<file path="config.mk">
export PLATFORM = sky130hd
export DESIGN_NAME = ps2_command_sequencer
export DESIGN_NICKNAME = d
export VERILOG_FILES = /design/src/rtl/ps2_command_sequencer.sv
export SDC_FILE = /design/constraint.sdc
export NUM_CORES = 1
export LEC_CHECK = 0
export ABC_AREA = 1
export CAP_MARGIN = 20
export CORE_MARGIN = 1.5
export CORE_UTILIZATION = 55
export CTS_CLUSTER_SIZE = 40
export DETAILED_ROUTE_END_ITERATION = 6
export PLACE_DENSITY = 0.86
export SYNTH_ARGS = -nofsm -noshare
export SYNTH_HDL_FRONTEND = slang
export SYNTH_SLANG_ARGS = --single-unit
</file>
<file path="constraint.sdc">
create_clock -name clk -period 4.1 [get_ports clk]
set_input_delay 0.615 -clock clk [delete_from_list [all_inputs] [get_ports clk]]
set_output_delay 0.615 -clock clk [all_outputs]
set_load 0.01 [all_outputs]
</file>
<file path="src/rtl/ps2_command_sequencer.sv">
// PS/2 set-2 make codes -> 4-char ASCII command word with valid/ready hand-off and LCD echo.
// Optional typematic-repeat filter: define PS2CMD_TYPEMATIC_FILTER_EN.
module ps2_command_sequencer #(
    parameter logic [19:0] PREFIX_TIMEOUT = 20'd500000
) (
    input  logic        clk,
    input  logic        reset,
    input  logic        key_valid,
    input  logic [7:0]  scancode,
    input  logic        cmd_ready,
    output logic        cmd_valid,
    output logic [31:0] cmd_data,
    output logic [2:0]  char_count,
    output logic        lcd_we,
    output logic [7:0]  lcd_char,
    output logic        overflow,
    output logic        dropped
);

    typedef enum logic [2:0] {COLLECT, BREAK, EXT, EXT_BREAK, SEND} state_t;

    state_t      state_q, state_d;
    logic [31:0] buf_q, buf_d;
    logic [2:0]  count_q, count_d;
    logic [19:0] tmo_q, tmo_d;
    logic        lcd_we_q, lcd_we_d;
    logic [7:0]  lcd_char_q, lcd_char_d;
    logic        ovf_q, ovf_d;
    logic        drop_q, drop_d;
    logic [8:0]  mapped;
    logic        filtered;
`ifdef PS2CMD_TYPEMATIC_FILTER_EN
    logic [7:0]  last_q, last_d;
`endif

    // {hit, ascii} for the printable keys this sequencer understands
    function automatic logic [8:0] map_ascii(input logic [7:0] sc);
        case (sc)
            8'h1C: return {1'b1, 8'h41}; 8'h32: return {1'b1, 8'h42};
            8'h21: return {1'b1, 8'h43}; 8'h23: return {1'b1, 8'h44};
            8'h24: return {1'b1, 8'h45}; 8'h2B: return {1'b1, 8'h46};
            8'h34: return {1'b1, 8'h47}; 8'h33: return {1'b1, 8'h48};
            8'h43: return {1'b1, 8'h49}; 8'h3B: return {1'b1, 8'h4A};
            8'h42: return {1'b1, 8'h4B}; 8'h4B: return {1'b1, 8'h4C};
            8'h3A: return {1'b1, 8'h4D}; 8'h31: return {1'b1, 8'h4E};
            8'h44: return {1'b1, 8'h4F}; 8'h4D: return {1'b1, 8'h50};
            8'h15: return {1'b1, 8'h51}; 8'h2D: return {1'b1, 8'h52};
            8'h1B: return {1'b1, 8'h53}; 8'h2C: return {1'b1, 8'h54};
            8'h3C: return {1'b1, 8'h55}; 8'h2A: return {1'b1, 8'h56};
            8'h1D: return {1'b1, 8'h57}; 8'h22: return {1'b1, 8'h58};
            8'h35: return {1'b1, 8'h59}; 8'h1A: return {1'b1, 8'h5A};
            8'h45: return {1'b1, 8'h30}; 8'h16: return {1'b1, 8'h31};
            8'h1E: return {1'b1, 8'h32}; 8'h26: return {1'b1, 8'h33};
            8'h25: return {1'b1, 8'h34}; 8'h2E: return {1'b1, 8'h35};
            8'h36: return {1'b1, 8'h36}; 8'h3D: return {1'b1, 8'h37};
            8'h3E: return {1'b1, 8'h38}; 8'h46: return {1'b1, 8'h39};
            8'h29: return {1'b1, 8'h20};
            default: return 9'h000;
        endcase
    endfunction

    always_comb begin
        state_d    = state_q;
        buf_d      = buf_q;
        count_d    = count_q;
        tmo_d      = tmo_q;
        lcd_we_d   = 1'b0;
        lcd_char_d = lcd_char_q;
        ovf_d      = ovf_q;
        drop_d     = drop_q;
        mapped     = map_ascii(scancode);
        filtered   = 1'b0;
`ifdef PS2CMD_TYPEMATIC_FILTER_EN
        last_d     = last_q;
        filtered   = (scancode == last_q);
`endif
        case (state_q)
            COLLECT: begin
                if (key_valid) begin
                    if (scancode == 8'hF0) begin
                        state_d = BREAK;
                        tmo_d   = 20'd0;
                    end else if (scancode == 8'hE0) begin
                        state_d = EXT;
                        tmo_d   = 20'd0;
                    end else if (!filtered) begin
                        if (scancode == 8'h5A) begin
                            if (count_q != 3'd0) state_d = SEND;
                        end else if (scancode == 8'h66) begin
                            if (count_q != 3'd0) begin
                                buf_d   = buf_q >> 8;
                                count_d = count_q - 3'd1;
                            end
                        end else if (mapped[8]) begin
                            if (count_q < 3'd4) begin
                                buf_d      = {buf_q[23:0], mapped[7:0]};
                                count_d    = count_q + 3'd1;
                                lcd_we_d   = 1'b1;
                                lcd_char_d = mapped[7:0];
                            end else begin
                                ovf_d = 1'b1;
                            end
                        end
`ifdef PS2CMD_TYPEMATIC_FILTER_EN
                        if (mapped[8] || scancode == 8'h5A || scancode == 8'h66)
                            last_d = scancode;
`endif
                    end
                end
            end
            BREAK, EXT_BREAK: begin
                if (key_valid) begin
                    state_d = COLLECT;
`ifdef PS2CMD_TYPEMATIC_FILTER_EN
                    last_d  = 8'h00;
`endif
                end else if (tmo_q == PREFIX_TIMEOUT - 20'd1) begin
                    state_d = COLLECT;
                end else begin
                    tmo_d = tmo_q + 20'd1;
                end
            end
            EXT: begin
                if (key_valid) begin
                    if (scancode == 8'hF0) begin
                        state_d = EXT_BREAK;
                        tmo_d   = 20'd0;
                    end else begin
                        state_d = COLLECT;
                    end
                end else if (tmo_q == PREFIX_TIMEOUT - 20'd1) begin
                    state_d = COLLECT;
                end else begin
                    tmo_d = tmo_q + 20'd1;
                end
            end
            SEND: begin
                // bytes arriving while the word waits are lost, even on the accept edge
                if (key_valid) drop_d = 1'b1;
                if (cmd_ready) begin
                    buf_d   = 32'd0;
                    count_d = 3'd0;
                    ovf_d   = 1'b0;
                    state_d = COLLECT;
                end
            end
            default: state_d = COLLECT;
        endcase
    end

    always_ff @(posedge clk) begin
        if (reset) begin
            state_q    <= COLLECT;
            buf_q      <= 32'd0;
            count_q    <= 3'd0;
            tmo_q      <= 20'd0;
            lcd_we_q   <= 1'b0;
            lcd_char_q <= 8'd0;
            ovf_q      <= 1'b0;
            drop_q     <= 1'b0;
`ifdef PS2CMD_TYPEMATIC_FILTER_EN
            last_q     <= 8'd0;
`endif
        end else begin
            state_q    <= state_d;
            buf_q      <= buf_d;
            count_q    <= count_d;
            tmo_q      <= tmo_d;
            lcd_we_q   <= lcd_we_d;
            lcd_char_q <= lcd_char_d;
            ovf_q      <= ovf_d;
            drop_q     <= drop_d;
`ifdef PS2CMD_TYPEMATIC_FILTER_EN
            last_q     <= last_d;
`endif
        end
    end

    assign cmd_valid  = (state_q == SEND);
    assign cmd_data   = buf_q;
    assign char_count = count_q;
    assign lcd_we     = lcd_we_q;
    assign lcd_char   = lcd_char_q;
    assign overflow   = ovf_q;
    assign dropped    = drop_q;

endmodule

</file>
* Yosys cells after proc, flatten, opt, wreduce, memory -nomap -nowiden
Memory sizes are Yosys's and may differ from the RTL's. Cells that the tools add are included.
Cells by class: add/sub/neg operators 3, $lt $le $gt $ge 1, eq/ne operators 25, multiplexer cells 49, bitwise operators 7, reductions and logical operators 12
Operators with widths (number):
- 2-to-1 mux 32 bit | 9
- 2-to-1 mux 20 bit | 7
- one-hot mux 32 bit (2 select lines) | 1
- one-hot mux 20 bit (3 select lines) | 1
- 2-to-1 mux 3 bit | 17
- adder 20 x 1 -> 20 bit, second input constant | 1
- equality test 20 x 19 -> 1 bit, second input constant | 1
- inequality test 2 bit, second input constant | 9
- AND reduction 9 bit | 2
- equality test 8 x 7 -> 1 bit, second input constant | 2
- equality test 8 bit, second input constant | 2
- inequality test 3 bit, second input constant | 5
- one-hot mux 3 bit (4 select lines) | 1
- 2-to-1 mux 1 bit | 9
- 2-to-1 mux 9 bit | 1
- inequality test 4 bit, second input constant | 2
- AND reduction 8 bit | 1
- OR reduction 8 bit | 1
- inverter 1 bit | 7
- equality test 3 x 2 -> 1 bit, second input constant | 2
- one-hot mux 3 bit (2 select lines) | 1
- nonzero test 3 bit | 2
- AND reduction 5 bit | 1
- AND reduction 4 bit | 1
- 11 further kinds | 11
Storage, ports and cells: flip-flop bits (word level) 69, memory bits (read-only) 1024, bits of input ports 12, output and inout bits 47, logic and storage cells 106, memories kept 1
Memories:
- (no name shown) | words 128, bits a word 8, read ports 1, clocked after Yosys merged registers in 0, write ports 0, line 38 | case (sc)

* Logic depth before layout (Yosys ltp)
Gate-level depths: netlist (run 1). An unclocked memory read counts as a cell.
depth in word-level cells 10, gate-level depth with buffers 15, mapped depth without buffers 14

* Least setup slack after synthesis (run 1)
Ideal clock, no wire load.
kind in2reg, from input port scancode[0], to register buf_q[4], in the netlist cmd_data[4], setup time 0.116 ns, arrival time 2.381 ns, data required time 3.984 ns, path slack 1.603 ns, cell stages on the path 13, path buffers 1, path through inv_1 -> ha_1 -> nand2_1 -> nor2_1 -> nand3_1 -> ha_1 -> o21ai_0 -> nand3_1 -> nor2_1 -> nand2_4 -> buf_2 -> o21ai_0 -> nor2_1
Between the ends: longest elaborated chain between the ends 10, elaborated cells between the ends (all ways) 21, classes of those cells eq/ne: 10; mux: 9; reduce/logical: 1; memory: 1
RTL lines:
- start, declared | line 9 | input logic [7:0] scancode,
- memory (128 x 8 bit)
- 2-to-1 mux 9 bit | line 38
- 2-to-1 mux 32 bit | line 95 | if (count_q < 3'd4) begin
- 2-to-1 mux 32 bit | line 94 | end else if (mapped[8]) begin
- 2-to-1 mux 32 bit | line 89 | end else if (scancode == 8'h66) begin
- 2-to-1 mux 32 bit | line 87 | if (scancode == 8'h5A) begin
- 2-to-1 mux 32 bit | line 83 | end else if (scancode == 8'hE0) begin
- 2-to-1 mux 32 bit | line 80 | if (scancode == 8'hF0) begin
- 2-to-1 mux 32 bit | line 79 | if (key_valid) begin
- one-hot mux 32 bit (2 select lines) | line 77 | case (state_q)
- end signal, assigned | line 166 | buf_q <= buf_d;
- end, declared | line 23 | logic [31:0] buf_q, buf_d;
Parallel ways exist; a longest one is shown, timed or not. The select of a mux whose other input is x is not followed. A chain may end at the register's enable or synchronous reset.

* Final worst setup path (run 1)
from input port scancode[0], to register buf_q[30], in the netlist cmd_data[30]
Between the ends: longest elaborated chain between the ends 7, elaborated cells between the ends (all ways) 19, classes of those cells eq/ne: 10; mux: 7; reduce/logical: 1; memory: 1
RTL lines:
- branches (longest 7 deep; another with memory (128 x 8 bit))
Several ways; the timed one is not identified. The select of a mux whose other input is x is not followed.

==> impl_metrics.yaml, run 1 <==
clocking:
  cts_tree: "built"
  cts_root_buf: "clkbuf_8"
  clkTransAtPathRegs_ns: 0.08
  clk_path_buf_depth: 2
  hold_buffers: 0
  htree_levels: 3
  insertion_delay_ns: 0.35
  cts_buffers: 9
  post-cts-setup-buffers: 0
  clock-sinks: 68
  cts_resized: 0
synth:
  synth_edf_count: 0
  synth.distinct_cells: 45
  syn_inst: 699
  seq_area_frac_synth_pct: 31.1
  synth_warnings: 0
  synthArstFlopShare_pct: 0
  synth-main-ff-cell: "dfxtp_1"
  syn_nets: 721
  synth_area_um2: 4370
  synth-seq-cells: 68
  avgSynthCellArea_um2: 6.25
timing:
  hold_viol: 0
  period_minus_slack_ns: 3.18
  final-setup-viol-count: 0
  drv_slew: 0
  fmax_ghz: 0.314
  fin_ws_ns: 0.920
  rsz0062_at_grt: "false"
  tightest_slew_ns: 0.631
  fin_worst_skew_ns: 0.00966
  finalCritPeriodShare_pct: 77.6
  slew_headroom_pct: 57.6
  fin_tns_setup_ns: 0
placement:
  hpwl_mm: 9.26
  dp_slack_ns: 0.561
  portBuffers: 57
  place_area_um2: 4970
  gp_congestion: 0.916
floorplan:
  die-area_um2: 8490
  boundaryPins: 59
  initial_core_util_pct: 56.6
  die_y_um: 92.2
  coreArea_um2: 7730
  fp.dieW_um: 92.2
  std_cell_rows: 32
drt:
  num_vias: 4732
  wl_per_cell_um: 14.6
  post_drt_via_cell_ratio: 5.53
  drtIter0Drc: 362
  drc: 0
  drtAntennaViolNets: 0
  drt-total-wl_mm: 12.5
  drtPass1Iterations: 5
power:
  powerDensity_nw_per_um2: 299
  p_leak_nw: 2.19
  finalPower_mw: 1.55
  ir_worst_vdd_mv: 0.186
outcome:
  status: "complete, no violations"
worst_setup_path:
  cp_max_fo: 37
  critPathArrivalTime_ns: 3.43
  worst_setup_path_end_kind: "flop"
  required_ns: 4.35
  worstPathCellList: "clkdlybuf4s50_1 > inv_1 > ha_1 > nand2_1 > nor2_1 > nand3_1 > ha_1 > o21ai_0 > nand3_1 > nor2_1 > nand2_4 > inv_4 > nand2_1 > nand2_1 > nor2_1"
  setup.worst_path.start_class: "input port"
  cp_slowest_cell: "clkdlybuf4s50_1"
  worst-setup-path-type: "in2reg"
  cpPeakStageDelay_ns: 0.50
global_route:
  first_global_vias: 4437
  grt_use_total_pct: 30.9
  grt_overflow: 0
  grt_pass1_wl_mm: 21.1
  antenna_found_initial: 0
  grt_max_degree: 42
finish:
  fin_nets: 771
  diodes: 0
  drive_gt1_share_pct: 6.90
  final_cell_area_um2: 5170
  area_growth_pct: 18.2
min_path:
  hp-class: "reg2reg"
job:
  cap_violations: 0
-- worst max-delay path: cells and delay by family --
| family | cells | cell delay [ns] |
|---|---|---|
| compound gates | 1 | 0.15 |
| fa+ha+maj | 2 | 0.44 |
| buf+inv | 3 | 1.04 |
| simple gates | 9 | 1.16 |
-- path summary, 6_finish.rpt --
path                from      endpoint  slack, ns  depth (start not counted)
max          scancode[0]  cmd_data[30]       0.92                         15
min             overflow      overflow       0.46                          2
max reg2reg   state_q[0]  cmd_data[30]       1.89                         11
min reg2reg     overflow      overflow       0.46                          2
-- metrics by stage --
step / hold slack (ns) / util, % / std cells
2_1_floorplan: 0.458 / - / 699
3_3_place_gp: 0.448 / 64.3 / 840
3_5_place_dp: 0.451 / 64.3 / 840
4_1_cts: 0.462 / 66.9 / 856
5_1_grt: 0.493 / 66.9 / 856
6_report: 0.458 / 66.9 / 856
-- metal layers --
layer	vias to the layer above	wire length [um]	global-route usage [%]
met3	20	861	4.39
met1	2165	5500	40.2
met5	-	0	0
li1	2363	-	-
met4	0	229	10.4
met2	184	5900	52.3
-- report_power, final --
part | switching, mW | internal (mW)
Combinational | 0.158 | 0.109
Sequential | 0.0219 | 0.683
Clock | 0.289 | 0.285
Total | 0.469 | 1.08
-- Yosys cell counts (all sizes together), types with 2 or more instances --
master | count | share of area (%)
ha | 9 | 2.6
o22ai | 5 | 0.72
nor3 | 26 | 3.1
buf | 17 | 2.7
nor2 | 128 | 12
xnor2 | 2 | 0.40
nand2 | 201 | 18
or2 | 2 | 0.29
o21ai | 42 | 4.8
clkbuf | 6 | 0.52
a22o | 8 | 1.6
nand4 | 10 | 1.4
xor2 | 5 | 1.0
a21oi | 38 | 4.5
nand3b | 2 | 0.34
nor3b | 2 | 0.34
dfxtp | 68 | 31
nand3 | 52 | 6.5
inv | 63 | 5.5
o211ai | 4 | 0.80
-- cell families after synthesis --
family	count (synthesis)	share of synthesized area, %
other cells	1	0.0858
xor+xnor	7	1.40
fa+ha+maj	10	3.03
buf+inv	86	8.67
compound gates	101	13.1
simple gates	426	42.5
flops	68	31.1
-- flip-flops by register name, indices dropped and copies added (netlist names) --
| signal | flops |
|---|---|
| state_q | 3 |
| lcd_we | 1 |
| overflow | 1 |
| tmo_q | 20 |
| lcd_char | 7 |
| dropped | 1 |
| cmd_data | 32 |
| char_count | 3 |
-- layout by cell type, fill, tap and decap left out, types with 8 or more instances in the layout --
master           count
nand2_1            195
a22o_1               8
nor2_1             119
dfxtp_1             68
inv_1               55
nor3_1              25
nand4_1             10
o21ai_0             38
nand3_1             49
a21oi_1             36
clkbuf_8             9
ha_1                 9
clkdlybuf4s50_1     57
-- layout make-up --
cell class	count	area (um^2)
timing repair buffer	62	608
clock inverter	7	75.1
fill	700	2560
sequential	68	1360
tap	102	128
multi-input combinational	545	2630
inverter	63	239
clock buffer	9	124
No activity file was read; power rests on OpenSTA's default activity.
==> run 2, diff against run 1 <==
==> constraint.sdc (replaced) <==
create_clock -name clk -period 3.2 [get_ports clk]
set_input_delay 0.48 -clock clk [delete_from_list [all_inputs] [get_ports clk]]
set_output_delay 0.48 -clock clk [all_outputs]
set_load 0.01 [all_outputs]
==> run 2 against run 1 <==
Against the previous run: register-to-register slack got worse by 0.68 ns; non-clock buffer count up 10; routed wire length decreased by 0.57%; combinational power rose by 31%; hold slack better by 0.014 ns; worst setup slack lost 0.44 ns; first-iteration DRC count shrank 16%; via count up 3.1%; design area increased by 1.6%; sequential share of layout area decreased by 0.41 points; largest cell class unchanged.
==> impl_metrics.yaml, run 2 (synthesized netlist as in run 1, its figures left out) <==
drt:
  drtPass1Iterations: 5
  wl_per_cell_um: 14.3
  drc: 0
  post_drt_via_cell_ratio: 5.63
  drtAntennaViolNets: 0
  num_vias: 4877
  drtIter0Drc: 303
  drt-total-wl_mm: 12.4
clocking:
  clock-sinks: 68
  insertion_delay_ns: 0.36
  cts_tree: "built"
  hold_buffers: 0
  clk_path_buf_depth: 2
  cts_resized: 0
  htree_levels: 3
  cts_root_buf: "clkbuf_8"
  post-cts-setup-buffers: 0
  clkTransAtPathRegs_ns: 0.08
  cts_buffers: 9
timing:
  final-setup-viol-count: 0
  hold_viol: 0
  worst_hold_slack_ns: 0.472
  finalCritPeriodShare_pct: 84.9
  fin_worst_skew_ns: 0.0103
  period_minus_slack_ns: 2.72
  drv_slew: 0
  fin_tns_setup_ns: 0
  fmax_ghz: 0.368
  tightest_slew_ns: 0.614
  rsz0062_at_grt: "false"
  slew_headroom_pct: 58.8
finish:
  area_growth_pct: 20.1
  drive_gt1_share_pct: 8.12
  layout_common_cells: "nand2_1, nor2_1, dfxtp_1"
  largest_register_ffs: 32
  fin_nets: 781
  final_common_cell: "nand2_1"
  diodes: 0
worst_setup_path:
  worst_setup_path_end_kind: "flop"
  worst-setup-path-type: "in2reg"
  critPathArrivalTime_ns: 2.97
  worstPathCellList: "clkdlybuf4s50_1 > inv_1 > ha_1 > nand2_1 > nor2_1 > nand3_1 > ha_1 > o21ai_0 > nand3_1 > nor2_1 > nand2_4 > buf_4 > o21ai_0 > nor2_1"
  cpPeakStageDelay_ns: 0.49
  cp_max_fo: 24
  reg2reg_depth: 10
  required_ns: 3.45
  crit_path_start: "scancode[0]"
  cp_slowest_cell: "clkdlybuf4s50_1"
  setup.worst_path.start_class: "input port"
  crit_path_frequent_cell: "nor2_1"
  r2r_start: "state_q[0]"
placement:
  portBuffers: 57
  gp_congestion: 0.992
  hpwl_mm: 9.01
global_route:
  antenna_found_initial: 0
  grt_pass1_wl_mm: 20.7
  grt_use_total_pct: 30.1
  grt_overflow: 0
  grt_max_degree: 41
  first_global_vias: 4579
power:
  ir_worst_vdd_mv: 0.244
  clockPowerShare_pct: 38.0
  combPwrFrac_pct: 17.3
  p_leak_nw: 2.23
  switching_power_uw: 626
  seq_power_share_pct: 44.7
  p_sw_share_pct: 31.0
  finalPower_mw: 2.02
  internal_power_mw: 1.40
  powerDensity_nw_per_um2: 385
floorplan:
  die_y_um: 92.2
  std_cell_rows: 32
  initial_core_util_pct: 56.6
  die-area_um2: 8490
  fp.dieW_um: 92.2
  boundaryPins: 59
  coreArea_um2: 7730
min_path:
  hp-class: "reg2reg"
  hp-start: "overflow"
  hold_depth: 2
job:
  cap_violations: 0
outcome:
  status: "complete, no violations"
==> run 2: changes by cell type in the layout (fill, tap and decap cells not counted), sizes merged <==
cell and delta:
inv +2, buf +10, clkinv -4, clkinvlp +2
==> run 2: metrics by stage <==
stage,setup WS (ns),std cells,instance area [um^2],utilization [%]
after floorplan,0.838,699,4370,-
after CTS,0.508,866,5250,67.9
after global placement,0.253,850,5040,65.3
after global routing,0.274,866,5250,67.9
final,0.483,866,5250,67.9
after detailed placement,0.132,850,5040,65.3
==> run 2: power by group through the flow <==
stage | clock network (mW) | logic [mW] | registers, mW
6_report | 0.767 | 0.349 | 0.904
4_1_cts | 0.766 | 0.344 | 0.904
2_1_floorplan | 0 | 0.199 | 0.930
3_3_place_gp | 0 | 0.334 | 0.922
5_1_grt | 0.811 | 0.386 | 0.908
3_5_place_dp | 0 | 0.341 | 0.923
==> run 2: area by class of cell <==
class	instances	area (um^2)
Timing Repair Buffer	72	683
Clock buffer	9	124
Inverter	63	239
Sequential cell	68	1360
Multi-Input combinational cell	545	2630
Tap cell	102	128
Fill cell	665	2480
Clock inverter	7	82.6
==> run 2: worst max-delay path: cells and delay by family <==
family | cells | cell delay (ns)
simple gates | 7 | 0.78
fa+ha+maj | 2 | 0.42
buf+inv | 3 | 0.91
compound gates | 2 | 0.38
==> run 2: path summary, 6_finish.rpt <==
| kind | to | slack (ns) |
|---|---|---|
| worst max register to register | cmd_data[16] | 1.21 |
| worst min register to register | overflow | 0.47 |
| worst min-delay path | overflow | 0.47 |
| worst max-delay path | cmd_data[16] | 0.48 |
==> run 2: metal layers <==
| metal | track usage [%] | up-vias | part of all wire (%) |
|---|---|---|---|
| li1 | - | 2384 | - |
| met1 | 36.7 | 2229 | 41 |
| met2 | 51.8 | 232 | 49 |
| met3 | 6.97 | 32 | 7.7 |
| met4 | 10.4 | 0 | 2.3 |
| met5 | 0 | - | 0 |
